## src/rtl/watchdog_supervisor.sv

```systemverilog
// Watchdog supervisor: gathers per-task check-ins, restarts the shared
// watchdog, and escalates a timeout to an interrupt, then a reset request.
module watchdog_supervisor #(
  parameter int NUM_TASKS    = 4,
  parameter int GRACE_CYCLES = 8
) (
  input  logic                 clk,
  input  logic                 reset,
  input  logic                 arm,
  input  logic [NUM_TASKS-1:0] task_kick,
  input  logic                 irq_ack,
  input  logic                 wd_timeout,
  output logic                 wd_enable,
  output logic                 wd_restart,
  output logic                 irq_pending,
  output logic [NUM_TASKS-1:0] expired_mask,
  output logic                 sys_reset_req
);

  localparam int GW = $clog2(GRACE_CYCLES + 1);
  localparam logic [GW-1:0] GLAST = GW'(GRACE_CYCLES - 1);

  typedef enum logic [2:0] {
    IDLE, ARMING, RUN, WARN, FIRE
  } state_t;

  state_t               state, state_d;
  logic [NUM_TASKS-1:0] kick_seen, kick_seen_d;
  logic [NUM_TASKS-1:0] seen_all, mask_d;
  logic [GW-1:0]        grace, grace_d;
  logic                 en_d, restart_d, irq_d, sys_d;
  logic                 all_in, taken;

  assign seen_all = kick_seen | task_kick;
  assign all_in   = &seen_all;
  // a timeout seen while restarting is stale and must not count
  assign taken    = wd_timeout & ~wd_restart;

  always_comb begin
    state_d     = state;
    kick_seen_d = kick_seen;
    mask_d      = expired_mask;
    grace_d     = grace;
    en_d        = wd_enable;
    restart_d   = 1'b0;
    irq_d       = irq_pending;
    sys_d       = sys_reset_req;
    unique case (state)
      IDLE: begin
        en_d  = 1'b0;
        irq_d = 1'b0;
        if (arm) begin
          state_d     = ARMING;
          en_d        = 1'b1;
          restart_d   = 1'b1;
          kick_seen_d = '0;
        end
      end
      ARMING: begin
        state_d     = RUN;
        en_d        = 1'b1;
        kick_seen_d = '0;
      end
      RUN: begin
        en_d  = 1'b1;
        irq_d = 1'b0;
        if (!arm) begin
          state_d     = IDLE;
          en_d        = 1'b0;
          kick_seen_d = '0;
        end else if (taken) begin
          state_d = WARN;
          irq_d   = 1'b1;
          mask_d  = ~seen_all;
          grace_d = '0;
        end else if (all_in && !wd_restart) begin
          restart_d   = 1'b1;
          kick_seen_d = '0;
        end else begin
          kick_seen_d = seen_all;
        end
      end
      WARN: begin
        en_d  = 1'b1;
        irq_d = 1'b1;
        if (irq_ack) begin
          state_d     = RUN;
          restart_d   = 1'b1;
          irq_d       = 1'b0;
          kick_seen_d = '0;
        end else if (!arm) begin
          state_d     = IDLE;
          en_d        = 1'b0;
          irq_d       = 1'b0;
          kick_seen_d = '0;
        end else if (grace == GLAST) begin
          state_d = FIRE;
          en_d    = 1'b0;
          sys_d   = 1'b1;
        end else begin
          grace_d = grace + 1'b1;
        end
      end
      FIRE: begin
        en_d  = 1'b0;
        irq_d = 1'b1;
        sys_d = 1'b1;
      end
      default: begin
        state_d = IDLE;
        en_d    = 1'b0;
        irq_d   = 1'b0;
      end
    endcase
  end

  always_ff @(posedge clk) begin
    if (reset) begin
      state         <= IDLE;
      kick_seen     <= '0;
      grace         <= '0;
      wd_enable     <= 1'b0;
      wd_restart    <= 1'b0;
      irq_pending   <= 1'b0;
      expired_mask  <= '0;
      sys_reset_req <= 1'b0;
    end else begin
      state         <= state_d;
      kick_seen     <= kick_seen_d;
      grace         <= grace_d;
      wd_enable     <= en_d;
      wd_restart    <= restart_d;
      irq_pending   <= irq_d;
      expired_mask  <= mask_d;
      sys_reset_req <= sys_d;
    end
  end

endmodule

```

## config.mk

```make
export PLATFORM = sky130hd
export DESIGN_NAME = watchdog_supervisor
export DESIGN_NICKNAME = d
export VERILOG_FILES = /design/src/rtl/watchdog_supervisor.sv
export SDC_FILE = /design/constraint.sdc
export NUM_CORES = 1
export LEC_CHECK = 0
export CORE_UTILIZATION = 54
export DETAILED_ROUTE_END_ITERATION = 8
export PLACE_DENSITY = 0.88
export SETUP_SLACK_MARGIN = 0.3
export SLEW_MARGIN = 0
export SYNTH_ARGS = -nofsm -noshare
export SYNTH_HDL_FRONTEND = slang
export SYNTH_SLANG_ARGS = --single-unit
```

## constraint.sdc

```tcl
create_clock -name clk -period 4.5 [get_ports clk]
set_input_delay 1.125 -clock clk [delete_from_list [all_inputs] [get_ports clk]]
set_output_delay 1.125 -clock clk [all_outputs]
set_load 0.005 [all_outputs]
```

Word level (Yosys, flattened, before mapping)
Index checks and enable logic that the tools add are counted.
- register bits: 19
- output and inout bits: 8
- reduce and logical (&&, ||, !) cells: 13
- add/subtract/negate cells: 1
- bitwise gates (word level): 5
- multiplexer cells: 38
- equality and inequality tests: 16
- operators with widths (operator ; count):
    $mux 4 ; 11
    $mux 3 ; 6
    $pmux 4 s4 ; 1
    $reduce_and 4->1 ; 4
    $pmux 3 s5 ; 1
    $mux 1 ; 14
    $ne 2x2->1 const B ; 7
    $ne 3x3->1 const B ; 3
    $pmux 4 s2 ; 1
    $eq 3x2->1 const B ; 2
    $pmux 1 s3 ; 2
    $reduce_and 6->1 ; 1
    $add 4x1->4 const B ; 1
    $eq 4x3->1 const B ; 1
    $ne 4x4->1 const B ; 1
    $not 4->4 ; 1
    $or 4x4->4 ; 1
    $pmux 1 s4 ; 1
    $reduce_bool 2->1 ; 2
    $reduce_bool 4->1 ; 1
    $eq 3x1->1 const B ; 1
    $eq 3x3->1 const B ; 1
    $logic_not 3->1 ; 1
    $reduce_and 3->1 ; 1
    6 further kinds ; 7

Longest topological paths before layout
Gate-level depths: netlist of run 1.
- depth in word-level cells: 7
- depth in mapped cells: 6
- depth with buffers taken out: 5

Least setup slack after synthesis of run 1
Ideal clock, no wire load.
- path type: input port to flip-flop
- start point: input port arm
- end point: register kick_seen[0]
- buffers on the path: 1
- library setup time: 0.117 ns
- data arrival time: 2.169 ns
- cell stages on the path: 5
- setup slack: 2.214 ns
- data required time: 4.383 ns
- path through: buf_2 and4b_1 a211oi_1 a31oi_1 nor2b_1
- cells in the longest elaborated chain, start to end: 2
- elaborated cells on any way between the ends: 6
- classes of those cells: eq/ne: 3; mux: 2; reduce/logical: 1
- ends and longest elaborated chain (item ; line ; RTL):
    start: declaration ; 9 ; input logic arm,
    $ne 3x3->1 (no source line) (tied with other cells) ; -- ;
    $reduce_and 4->1 (no source line) / $pmux 4 s4 (equally long branches) ; -- ;
    end signal: assignment ; 129 ; kick_seen <= kick_seen_d;
    end: declaration ; 28 ; logic [NUM_TASKS-1:0] kick_seen, kick_seen_d;
Several ways; a longest one is shown, not always the timed one.
A chain may end at the register's enable or synchronous reset.

Worst setup path after layout of run 1
- start point: input port arm
- end point: register kick_seen[3]
The elaborated chain is that of the path after synthesis.

==> run metrics, run 1 <==
Hold WC Path Type flip-flop to flip-flop; dpl cells 135; Yosys cell types 40; clk root buf clkbuf_4; Slew @ Worst Pin 0.628 ns; Synthesized Nets 119; RSZ-0062 raised after global routing no; first-pass GRT wire length 3110 um; Die ar. 1950 sq um; final number of setup-violating endpoints 0; Final min period 2.73 ns; hold_sp expired_mask[1]; via count of the first global-routing pass 706; Rel. slew slack 57.9%; Seq cells post-synth 19; WP data required 4.70 ns; Sink Count 19; Die Span Y 44.1 um; share of cells above drive strength 1 5.69%; clock buffer depth 2; pre-CTS setup slack 1.44 ns; final core utilization 71.2%; H-tree levels 1; CTS clk-pin slew, worst paths 0.10 ns; Tot GR Track Use 21.2%; Die W 44.1 um; cts hold-fix bufs 0; DRT iter0 DRCs 18; most frequent cells in the layout 19 x dfxtp_1, 16 x clkdlybuf4s50_1, 11 x nand2_1; Mapped Area 958 sq um; CP Launch Point arm; Core ar. 1580 sq um; Cell Chain, Critical Path clkdlybuf4s50_1 > inv_1 > a211oi_1 > a31oi_1 > nor2b_1; # IOs 17; WHS Endpoint expired_mask[1]; MaxCap Viol Count 0; largest net degree at the start of global routing 15; CTS resizes 0; status complete, no violations; DRC 0; skew final 0.00102 ns; worst reg2reg setup slack 2.61 ns; area share of the largest cell type after synthesis 39.7%; Initial Util 60.8%; cell taking the most area after synthesis dfxtp_1; Critical Path AT 2.93 ns; Worst path max stage delay 0.64 ns; routed vias 835; PortBufs 16; Avg Vias per Cell 6.01; Slowest cell on crit path clkdlybuf4s50_1; share of flip-flops with an asynchronous set or reset 0%; Setup crit end kind flip-flop; Critical Path Fanout Max 10; sequential cell area fraction in the yosys report 39.7%; number of cells on the worst hold path 2; cts bufs inserted 3; Final Hold Violating Endpoints 0; Max Slew Vio Count 0; Peak VDD IR 0.227 mV; worst-skew pair later-pin latency 0.29 ns; most common cell after layout, fill and taps aside dfxtp_1; DRT Pass-1 Iters 4; Worst R2R End grace[1]; top_reg_cell synth dfxtp_1; # rows 14; Synth Warn # 0; Achievable Freq 366 MHz; non-filler cells, final 139; WL per Instance 13.2 um; postcts setup bufs 0; ant diodes 0; CTS tree built; ranking of synthesized cells by area dfxtp_1 40%, nand2_1 4.3%, a21oi_1 4.2%; PwrDens 267 nW/um^2; initial antenna violation count 0; Startpoint Class primary input; Mapped Cells 109; Setup CP Type primary input to flip-flop; Fin Setup TNS 0 ns; detailed placement HPWL 1380 um; Congestion Overflow GR 0; LEAKAGE 0.399 nW; Total Wirelength 1830 um; syn avg cell area 8.79 sq um; Final ANT Viol Nets 0; P&R area growth vs syn 17.1%; EDFF count, synth 0; Reg2Reg Depth 5; gpl congestion 0.916; worst setup margin 1.77 ns; final net count 134; fin crit share 60.8%; reg2reg start grace[0]
[layout make-up]
type                       count  area (sq um)
inverter                       3          11.3
clock buffer                   4          26.3
timing repair buffer          16           160
tap                           16          20.0
sequential                    19           380
multi-input combinational     81           524
fill                         135           454
[worst max-delay path: cells and delay by family]
kind / cells / cell delay [ns]
buffers and inverters: 2 / 0.81
and+or+nand+nor: 1 / 0.18
AOI/OAI and AO/OA: 2 / 0.81
[report_power, final]
part	internal, W	switching (W)
Clock	0.0000345	0.0000491
Combinational	0.0000197	0.0000184
Sequential	0.000173	0.00000506
[synthesized netlist by cell type (all sizes together), types with 3 or more instances]
cell type / count
o21ai: 5
buf: 4
nand3: 3
dfxtp: 19
nor2b: 6
nor2: 5
nand3b: 3
inv: 3
a21oi: 8
or3: 3
a31oi: 6
nand2: 11
[per-stage QoR]
step | hold slack [ns] | total power [W] | cell area (sq um)
finish | 0.457 | 0.000300 | 1120
global route | 0.482 | 0.000315 | 1120
CTS | 0.462 | 0.000302 | 1120
detailed placement | 0.448 | 0.000220 | 1100
global placement | 0.434 | 0.000219 | 1100
floorplan | 0.442 | 0.000204 | 958
[per-layer routing]
layer | routed length, um | vias to the layer above | GRT usage [%] | part of all wire [%]
met2 | 827 | 24 | 32.1 | 45
met5 | 0 | - | 0 | 0
met1 | 899 | 376 | 29.5 | 49
met4 | 10 | 0 | 3.64 | 0.55
li1 | - | 433 | - | -
met3 | 95 | 2 | 7.35 | 5.2
[registers in the layout, summed over array words and instances (netlist names)]
name and count:
sys_reset_req 1, wd_restart 1, grace 4, kick_seen 4
expired_mask 4, wd_enable 1, irq_pending 1, state 3
[worst max-delay path by stage]
stage                            endpoint  slack (ns)
after floorplan              kick_seen[0]        2.21
after global placement    expired_mask[1]        1.55
after detailed placement     kick_seen[2]        1.44
after CTS                    kick_seen[3]        1.75
after global routing         kick_seen[3]        1.59
final                        kick_seen[3]        1.77
[logic make-up after synthesis]
group | after synthesis | synth area share, %
compound gates | 32 | 22.7
fa+ha+maj | 1 | 1.31
simple gates | 47 | 29.5
buf+inv | 9 | 5.61
mux | 1 | 1.17
flops | 19 | 39.7
Note: power is estimated with default switching activity, not from simulation.
==> run 2, diff against run 1 <==
CORE_UTILIZATION = 45   (was 54)
PLACE_DENSITY = 0.79   (was 0.88)
clock period = 2.4 ns   (was 4.5 ns; I/O delays follow)
==> run metrics, run 2 (synthesis results as in run 1) <==
Die W 48.2 um (was 44.1 um); Critical Path Fanout Max 10 (unchanged); Final ANT Viol Nets 0 (unchanged); Tot GR Track Use 18.4% (was 21.2%); Worst path max stage delay 0.47 ns (was 0.64 ns); gpl congestion 0.830 (was 0.916); footprint of the multi-input gates 524 sq um (unchanged); dpl cell area 1140 sq um (was 1100 sq um); met1 wire length 961 um (was 899 um); Storage cell area 380 sq um (unchanged); MaxCap Viol Count 0 (unchanged); Setup CP Type primary input to flip-flop (unchanged); fill count 181 (was 135); PortBufs 16 (unchanged); Initial Util 48.4% (was 60.8%); cts hold-fix bufs 0 (unchanged); Cell Chain, Critical Path clkdlybuf4s50_1 > nor3b_2 > nand2_1 > a31oi_1 > nor2b_1 (was clkdlybuf4s50_1 > inv_1 > a211oi_1 > a31oi_1 > nor2b_1); DR top layer met4 (unchanged); ant diodes 0 (unchanged); hold_ws 0.455 ns (was 0.457 ns); LEAKAGE 0.420 nW (was 0.399 nW); H-tree levels 1 (unchanged); Final min period 1.96 ns; Post-Layout Inst Area 1170 sq um (was 1120 sq um); Reg2Reg Depth 5 (unchanged); Total Wirelength 2030 um (was 1830 um); RSZ-0062 raised after global routing no (unchanged); DRC 0 (unchanged); Slew @ Worst Pin 0.355 ns (was 0.628 ns); skew final 0.00356 ns (was 0.00102 ns); critical path depth 5 (unchanged); Die Span Y 48.2 um (was 44.1 um); Buffers & Inverters on Critical Path 1 (was 2); Die ar. 2320 sq um (was 1950 sq um); detailed placement HPWL 1530 um (was 1380 um); DRT iter0 DRCs 24 (was 18); most common cell after layout, fill and taps aside dfxtp_1 (unchanged); number of cells on the worst hold path 2 (unchanged); clk root buf clkbuf_4 (unchanged); Core ar. 1980 sq um (was 1580 sq um); Fin Setup TNS 0 ns (unchanged); worst-skew pair later-pin latency 0.30 ns (was 0.29 ns); worst reg2reg setup slack 0.50 ns (was 2.61 ns); pre-CTS setup slack 0.165 ns (was 1.44 ns); leading registers by flop count expired_mask: 4 flops, grace: 4 flops, kick_seen: 4 flops (unchanged); # rows 16 (was 14); clock buffer depth 2 (unchanged); largest net degree at the start of global routing 14 (was 15); Worst R2R End grace[1] (unchanged); cts bufs inserted 3 (unchanged); Tot Pwr 0.000575 W (was 0.000300 W); Final Hold Violating Endpoints 0 (unchanged); family with the most delay on the worst path simple AND/OR/NAND/NOR gates (was buffers and inverters); CP Launch Point arm (unchanged); routed vias 881 (was 835); WL per Instance 13.2 um (about the same); reg2reg start grace[0] (unchanged); Rel. slew slack 76.2% (was 57.9%); Congestion Overflow GR 0 (unchanged); CTS clk-pin slew, worst paths 0.11 ns (was 0.10 ns); Max Slew Vio Count 0 (unchanged); Setup crit end kind flip-flop (unchanged); WP data required 2.64 ns (was 4.70 ns); Achievable Freq 510 MHz; postcts setup bufs 0 (unchanged); met3 routed WL 88 um (was 95 um); initial antenna violation count 0 (unchanged); Avg Vias per Cell 5.72 (was 6.01); Sink Count 19 (unchanged); P&R area growth vs syn 21.8% (was 17.1%); worst setup margin 0.440 ns (was 1.77 ns); # IOs 17 (unchanged); share of cells above drive strength 1 9.45% (was 5.69%); status complete, no violations (unchanged); via count of the first global-routing pass 661 (was 706); final number of setup-violating endpoints 0 (unchanged); Startpoint Class primary input (unchanged); Critical Path AT 2.20 ns (was 2.93 ns); most frequent cells in the layout 19 x dfxtp_1, 16 x clkdlybuf4s50_1, 11 x nand2_1 (unchanged); Setup crit end kick_seen[1] (was kick_seen[3]); fin crit share 81.7%; CTS tree built (unchanged); met2 wire len 961 um (was 827 um); final net count 138 (was 134); Hold WC Path Type flip-flop to flip-flop (unchanged); first-pass GRT wire length 2960 um (was 3110 um); PwrDens 493 nW/um^2 (was 267 nW/um^2); Slowest cell on crit path clkdlybuf4s50_1 (unchanged); Peak VDD IR 0.390 mV (was 0.227 mV); DRT Pass-1 Iters 4 (unchanged); CTS resizes 0 (unchanged)
run 2: changes by cell type in the layout (fill, tap and decap cells not counted):
cell	change
buf_4	+4
clkbuf_1	-1
clkinv_2	+1
run 2: worst min path at each step:
stage	from	endpoint	slack [ns]
detailed placement	sys_reset_req	sys_reset_req	0.44
floorplan	sys_reset_req	sys_reset_req	0.44
global route	sys_reset_req	sys_reset_req	0.48
CTS	sys_reset_req	sys_reset_req	0.46
finish	sys_reset_req	sys_reset_req	0.46
global placement	sys_reset_req	sys_reset_req	0.44
run 2: report_power, final:
part | leakage, nW | total, W | internal, W | switching, W
clock network | 0.0177 | 0.000163 | 0.0000621 | 0.000101
logic | 0.248 | 0.0000788 | 0.0000412 | 0.0000376
registers | 0.154 | 0.000333 | 0.000324 | 0.00000937
run 2: per-layer routing:
metal / up-vias / track usage [%]
li1: 436 / -
met1: 419 / 26.0
met2: 22 / 27.7
met3: 4 / 3.33
met4: 0 / 6.67
met5: - / 0
run 2: area by class of cell:
class / instances / area share (%)
clock inverter: 1 / 0.429
multi-input combinational: 81 / 44.9
tap: 27 / 2.89
clock buffer: 3 / 1.93
sequential: 19 / 32.6
inverter: 3 / 0.965
timing repair buffer: 20 / 16.3
run 2: worst reg2reg max path, delay by kind of cell, from the launching register on:
family | cells | cell delay (ns)
simple gates | 2 | 0.73
compound gates | 2 | 0.54
flops | 1 | 0.36
fa+ha+maj | 1 | 0.21
run 2: metrics by stage:
step / cells / util (%)
finish: 154 / 58.9
global route: 154 / 58.9
CTS: 154 / 58.9
detailed placement: 150 / 57.5
global placement: 150 / 57.5
floorplan: 109 / -
==> run 3, diff against run 2 <==
CORE_UTILIZATION = 50   (was 45)
PLACE_DENSITY = 0.82   (was 0.79)
clock period = 1.9 ns   (was 2.4 ns; I/O delays follow)
==> run metrics, run 3 (synthesis results as in run 1) <==
sequential power share 56.0% (was 58.0%); hold_ws 0.451 ns (was 0.455 ns); Die ar. 2100 sq um (was 2320 sq um); Slowest cell on crit path or4b_1 (was clkdlybuf4s50_1); Tot Pwr 0.000750 W (was 0.000575 W); Pint 0.000552 W (was 0.000427 W); WL per Instance 13.4 um (was 13.2 um); Startpoint Class flip-flop (was primary input); dpl cell area 1210 sq um (was 1140 sq um); gpl congestion 0.892 (was 0.830); Total Wirelength 2250 um (was 2030 um); Fin Setup TNS 0 ns (unchanged); clock power share 28.1% (was 28.3%); Sink Count 19 (unchanged); switching part of the total 26.5% (was 25.7%); CTS clk-pin slew, worst paths 0.11 ns (about the same); PwrDens 562 nW/um^2 (was 493 nW/um^2); Core ar. 1760 sq um (was 1980 sq um); DRT Pass-1 Iters 4 (unchanged); clk root buf clkbuf_4 (unchanged); Hold WC Path Type flip-flop to flip-flop (unchanged); clock buffer depth 2 (unchanged); ant diodes 0 (unchanged); DRT iter0 DRCs 39 (was 24); Final ANT Viol Nets 0 (unchanged); Avg Vias per Cell 5.72 (about the same); global routing's busiest layer met2 (unchanged); Logic pwr share 16.0% (was 13.7%); Setup crit end kind flip-flop (unchanged); leading registers by flop count expired_mask: 4 flops, grace: 4 flops, kick_seen: 4 flops (unchanged); Die W 45.8 um (was 48.2 um); initial antenna violation count 0 (unchanged); MaxCap Viol Count 0 (unchanged); Slew @ Worst Pin 0.278 ns (was 0.355 ns); DRC 0 (unchanged); Critical Path AT 1.95 ns (was 2.20 ns); largest net degree at the start of global routing 14 (unchanged); # IOs 17 (unchanged); Final Hold Violating Endpoints 0 (unchanged); worst reg2reg setup slack 0.20 ns (was 0.50 ns); reg2reg start grace[1] (was grace[0]); WP data required 2.15 ns (was 2.64 ns); WHS Endpoint sys_reset_req (unchanged); Reg2Reg Depth 5 (unchanged); Final min period 1.70 ns; routing usage on met3 6.75% (was 3.33%); Achievable Freq 588 MHz; worst-skew pair later-pin latency 0.31 ns (was 0.30 ns); fin crit share 89.5%; Critical Path Fanout Max 5 (was 10); Initial Util 54.3% (was 48.4%); detailed placement HPWL 1560 um (was 1530 um); hold_sp sys_reset_req (unchanged); final number of setup-violating endpoints 0 (unchanged); RSZ-0062 raised after global routing yes (was no); Die Span Y 45.8 um (was 48.2 um); PortBufs 16 (unchanged); Peak VDD IR 0.365 mV (was 0.390 mV); first-pass GRT wire length 3540 um (was 2960 um); family with the most delay on the worst path simple AND/OR/NAND/NOR gates (unchanged); number of cells on the worst hold path 2 (unchanged); cts bufs inserted 3 (unchanged); Congestion Overflow GR 0 (unchanged); GR met2 Demand/Resource 34.9% (was 27.7%); H-tree levels 1 (unchanged); Rel. slew slack 81.3% (was 76.2%); final net count 154 (was 138); Cell Chain, Critical Path ha_4 > and3b_2 > o32a_4 > or4b_1 > nand2_1 (was clkdlybuf4s50_1 > nor3b_2 > nand2_1 > a31oi_1 > nor2b_1); Post-Layout Inst Area 1340 sq um (was 1170 sq um); # rows 15 (was 16); most frequent cells in the layout 20 x buf_4, 10 x nand2_1, 10 x dfxtp_2 (was 19 x dfxtp_1, 16 x clkdlybuf4s50_1, 11 x nand2_1); share of cells above drive strength 1 31.5% (was 9.45%); Tot GR Track Use 24.0% (was 18.4%); Max Slew Vio Count 0 (unchanged); skew final 0.00797 ns (was 0.00356 ns); Buffers & Inverters on Critical Path 0 (was 1); via count of the first global-routing pass 782 (was 661); most common cell after layout, fill and taps aside buf_4 (was dfxtp_1); fill count 129 (was 181); status complete, no violations (unchanged); switching power 0.000199 W (was 0.000148 W); P&R area growth vs syn 39.4% (was 21.8%); CTS tree built (unchanged); Setup CP Type flip-flop to flip-flop (was primary input to flip-flop); met1 usage 32.4% (was 26.0%); LEAKAGE 0.588 nW (was 0.420 nW); Worst R2R End grace[0] (was grace[1]); routed vias 961 (was 881); Worst path max stage delay 0.52 ns (was 0.47 ns)
[run 3: cell count changes in the layout (fill, tap and decap cells not counted), moves of 2 or more]
| cell | before | now |
|---|---|---|
| buf_4 | 4 | 20 |
| clkdlybuf4s50_1 | 16 | 5 |
| dfxtp_1 | 19 | 9 |
| dfxtp_2 | 0 | 10 |
| dlygate4sd2_1 | 0 | 9 |
| and3b_1 | 2 | 0 |
| and3b_2 | 0 | 2 |
| dlymetal6s2s_1 | 0 | 2 |
[run 3: stage by stage]
stage	cells	util, %	setup slack, ns
after floorplan	109	-	0.207
after global placement	157	68.8	-0.0938
after detailed placement	157	68.8	-0.163
after CTS	166	72.9	0.191
after global routing	168	75.7	0.140
final	168	75.7	0.200
[run 3: worst max path at each step]
stage	from	to	slack [ns]	cells after the start
after detailed placement	arm	kick_seen[3]	-0.16	6
after CTS	grace[0]	grace[1]	0.19	5
after floorplan	grace[1]	grace[1]	0.21	5
after global routing	grace[0]	grace[0]	0.14	5
after global placement	irq_ack	grace[1]	-0.09	4
final	grace[1]	grace[0]	0.20	5
[run 3: what timing repair did]
action | in CTS | in global routing
gates resized for setup | 20 | 8
setup buffers | 5 | 2
endpoints found under the hold margin | 0 | 0
pin swaps | 4 | 4
endpoints found under the setup margin | 20 | 13
hold buffers | 0 | 0
[run 3: final cells by class]
cell class	count	area (sq um)	area share (%)
clock buffers	3	22.5	1.69
clock inverters	1	5.00	0.375
inverters	3	11.3	0.843
multi-input cells	81	569	42.6
flip-flops and latches	19	393	29.4
well taps	25	31.3	2.34
repair buffers	36	304	22.8
[run 3: worst register-to-register path: cells and delay by family, from the launching register on]
| kind | cells | cell delay, ns |
|---|---|---|
| AND/OR/NAND/NOR | 3 | 0.81 |
| flip-flops | 1 | 0.35 |
| AO/OA/AOI/OAI | 1 | 0.33 |
| adder cells (fa/ha/maj) | 1 | 0.15 |
[run 3: layer usage]
metal | vias to the layer above | wire length [um]
li1 | 474 | -
met2 | 23 | 1060
met4 | 0 | 36
met1 | 459 | 1050
met5 | - | 0
met3 | 5 | 95
[run 3: power groups by stage]
stage,Combinational (W),Clock [W],Sequential (W)
floorplan,0.0000607,0,0.000425
global placement,0.000108,0,0.000428
detailed placement,0.000112,0,0.000429
CTS,0.000115,0.000209,0.000419
global route,0.000129,0.000232,0.000421
finish,0.000120,0.000211,0.000420
